$ cat src/rtl/neuron_unit.sv
// rtl/neuron_unit.sv - integrate-and-fire neuron: masked weight sum with registered threshold fire
//
// Purpose: each cycle, add up the weights of every active input spike line.
//          One cycle later, present that sum and a fire flag (sum >= THRESHOLD).
// Ports:
//   clk        - rising-edge clock
//   rst        - synchronous reset, active-high; clears sum and spikes_out
//   spikes_in  - one bit per input line; 1 = line spiked this cycle
//   weights    - packed per-line unsigned weights; weights[i] belongs to line i
//   sum        - registered weighted sum
//   spikes_out - registered fire flag

module neuron_unit #(
  parameter int unsigned NUM_SPIKES = 8,
  parameter int unsigned WBITS      = 3,
  parameter int unsigned THRESHOLD  = 8,
  parameter int unsigned SBITS      = WBITS + $clog2(NUM_SPIKES + 1)
) (
  input  logic                             clk,
  input  logic                             rst,
  input  logic [NUM_SPIKES-1:0]            spikes_in,
  input  logic [NUM_SPIKES-1:0][WBITS-1:0] weights,
  output logic [SBITS-1:0]                 sum,
  output logic                             spikes_out
);

  logic [SBITS-1:0] sum_q, sum_d;
  logic             spikes_q, spikes_d;

  // SBITS is sized so the all-lines-at-max-weight total still fits,
  // so the accumulation never wraps.
  always_comb begin
    sum_d = '0;
    for (int i = 0; i < int'(NUM_SPIKES); i++) begin
      sum_d = sum_d + {{(SBITS-WBITS){1'b0}}, weights[i] & {WBITS{spikes_in[i]}}};
    end
    // Widen to 32 bits so THRESHOLD values above the sum range simply never fire.
    spikes_d = ({{(32-SBITS){1'b0}}, sum_d} >= THRESHOLD);
  end

  // No membrane state is carried across cycles: every edge reloads from inputs.
  always_ff @(posedge clk) begin
    if (rst) begin
      sum_q    <= '0;
      spikes_q <= 1'b0;
    end else begin
      sum_q    <= sum_d;
      spikes_q <= spikes_d;
    end
  end

  assign sum        = sum_q;
  assign spikes_out = spikes_q;

endmodule

$ cat config.mk
export PLATFORM = sky130hd
export DESIGN_NAME = neuron_unit
export DESIGN_NICKNAME = d
export VERILOG_FILES = /design/src/rtl/neuron_unit.sv
export SDC_FILE = /design/constraint.sdc
export NUM_CORES = 1
export LEC_CHECK = 0
export CORE_AREA = 2 2 57 43
export DETAILED_ROUTE_END_ITERATION = 12
export DIE_AREA = 0 0 59 45
export PLACE_DENSITY = 0.82
export SLEW_MARGIN = 10
export SYNTH_ARGS = -nofsm -noshare
export SYNTH_HDL_FRONTEND = slang
export SYNTH_SLANG_ARGS = --single-unit
export TNS_END_PERCENT = 50
$ cat constraint.sdc
create_clock -name clk -period 10.65 [get_ports clk]
set_clock_uncertainty 0.2 [all_clocks]
set_input_delay 2.13 -clock clk [delete_from_list [all_inputs] [get_ports clk]]
set_output_delay 2.13 -clock clk [all_outputs]
set_load 0.1 [all_outputs]
==> metrics.cfg <==
[drt]
drtIter0Drc = 14
first_pass_iters = 3
drc_errors = 0
drt_wl_total_mm = 1.92
vias = 727
via_per_inst = 4.60
wl_per_cell_um = 12.1
antenna_left = 0

[synthesis]
synth_edf_count = 0
synthFlopType = dfxtp_1
yosysMostFrequentCell = inv_1
synth_top_area_share_pct = 39.2
synth-seq-area-share_pct = 16.1
ys_async_sr_fraction_pct = 0
synth.distinct_cells = 16
syn-num-nets = 148
synth.ff_latch_count = 7
synthCells = 91
netlist_area_sq_um = 868
synth.cells.most_frequent = inv_1 (23), fa_1 (17), and2_1 (15)
netlist.top_cell.by_area = fa_1
synthTopCellsByArea = fa_1 (39%), dfxtp_1 (16%), and2_1 (11%)
syn_avg_cell_area_sq_um = 9.54
ys_warn_count = 0

[die]
die_h_um = 45
ios = 42
die_w_um = 59
start_util_pct = 42.0
fp-row-count = 14
core_area_sq_um = 2070
die_area_sq_um = 2660

[finish]
final_cell_area_sq_um = 1320
final_layout_size_suffix_gt1_share_pct = 2.99
areaGrowthSynthToFinish_pct = 51.7
final_util_pct = 63.7
antennaDiodeCount = 0
layout.nets = 192
instances_no_fill = 158

[setup_path]
cp_slowest_cell = fa_1
critPathMaxFanout = 3
worst_path_most_repeated_cell = fa_1
crit_chain = clkdlybuf4s50_1 -> nand2_1 -> fa_1 -> inv_1 -> fa_1 -> fa_1 -> inv_1 -> fa_1 -> inv_1 -> ha_1 -> inv_1 -> fa_1 -> and4bb_1 -> a211oi_2
arrival_ps = 6180
critPathKind = primary input to register
endpoint_kind = register
required_ps = 10620
cp-start-kind = primary input
slowest_delay_ps = 550

[power_and_ir_drop]
clock_power_share_pct = 9.4
p_comb_share_pct = 75.2
power.density_nw_per_um2 = 191
p_sw_w = 0.000135
ir_drop_v = 0.0000814
cellLeakagePower_nw = 0.599
swShare_pct = 53.5
seqPwrFrac_pct = 15.4
p_int_w = 0.000117

[timing]
rsz0062_at_grt = false
setup_viol = 0
drv_slew = 0
post-route-period-util_pct = 58.3
fmax_ghz = 0.161
finalCriticalPeriod_ps = 6210
relSlewSlack_pct = 35.1
tightest_slew_ps = 971
finalHoldViolCount = 0
final.setup.tns_ps = 0

[place]
place_area_sq_um = 1290
place_inst = 154
place_hpwl_mm = 1.81
gp_congestion = 0.826
port_buffers = 40

[clocking]
post_cts_buffers = 0
cts_hold_buffers = 0
root_buffer = clkbuf_4
cts.sinks = 7
cts_resized = 0
clockBufferDepth = 2
clk_pin_slew_ps = 50
cts_buffers = 3
cts_tree = built
htreeDepth = 1

[flow_run]
drv_cap = 0

[grt]
overflow = 0
grt_pass1_vias = 820
grt_pass1_wl_mm = 3.39
antenna_found_initial = 0
grt_use_total_pct = 17.7
grt_max_degree = 9

[run_status]
status = finished, final reports clean

[hold_path]
worst_hold_path_type = primary input to register

==> layout make-up <==
type / count / area, sq um
Clock buffer: 4 / 26.3
Fill cell: 175 / 749
Inverter: 23 / 86.3
Multi-Input combinational cell: 60 / 634
Sequential cell: 7 / 140
Tap cell: 24 / 30.0
Timing Repair Buffer: 40 / 400
==> state kept, by name, summed over array words and instances, names as in the netlist <==
| register | count |
|---|---|
| sum | 6 |
| spikes_out | 1 |
==> layer usage <==
| metal | vias to the layer above | track usage, % | wire (um) |
|---|---|---|---|
| met5 | - | 0 | 0 |
| met4 | 0 | 4.55 | 34 |
| met3 | 4 | 5.73 | 87 |
| met2 | 20 | 32.2 | 990 |
| met1 | 353 | 20.1 | 806 |
| li1 | 350 | - | - |
==> logic make-up (layout without fill, tap and decap cells) <==
family | count (synthesis) | after routing | share of synthesized area [%]
xor gates and xnor gates | 1 | 1 | 1.01
AOI/OAI and AO/OA | 3 | 3 | 2.74
and+or+nand+nor | 32 | 32 | 21.0
buffers and inverters | 24 | 67 | 10.8
adders and majority gates | 23 | 23 | 47.8
DFF | 7 | 7 | 16.1
other | 1 | 1 | 0.432
==> power groups by stage <==
stage               combinational, W  sequential (W)  clock (W)
global placement            0.000185       0.0000388          0
floorplan                  0.0000712        0.000109          0
detailed placement          0.000190       0.0000391          0
finish                      0.000190       0.0000388  0.0000237
CTS                         0.000191       0.0000387  0.0000249
global route                0.000207       0.0000395  0.0000282
==> critical path: cells and delay by family <==
family / cells / cell delay, ps
adders and majority gates: 6 / 2790
buffers and inverters: 5 / 720
and+or+nand+nor: 2 / 320
AOI/OAI and AO/OA: 1 / 210
==> cells in the final DEF, fill, tap and decap left out, drive strengths merged <==
master,count
a211oi,1
a21oi,1
and2,15
and4bb,2
clkbuf,4
clkdlybuf4s50,40
conb,1
dfxtp,7
fa,17
ha,6
inv,23
nand2,9
nand2b,1
nor2,3
nor2b,2
o22ai,1
xor2,1
==> final timing paths <==
| kind | start | endpoint | slack [ps] | cells past startpoint |
|---|---|---|---|---|
| setup / recovery | spikes_in[0] | spikes_out$_SDFF_PP0_ | 4440 | 14 |
| hold / removal | rst | sum[1]$_SDFF_PP0_ | 2400 | 2 |
==> stage by stage <==
step | setup WS (ps) | power (W) | hold slack, ps
2_1_floorplan | 4890 | 0.000180 | 1990
3_3_place_gp | 4290 | 0.000223 | 2640
3_5_place_dp | 4200 | 0.000229 | 2650
4_1_cts | 4450 | 0.000255 | 2390
5_1_grt | 4340 | 0.000274 | 2400
6_report | 4440 | 0.000252 | 2400
Note: power is estimated with default switching activity, not from simulation.
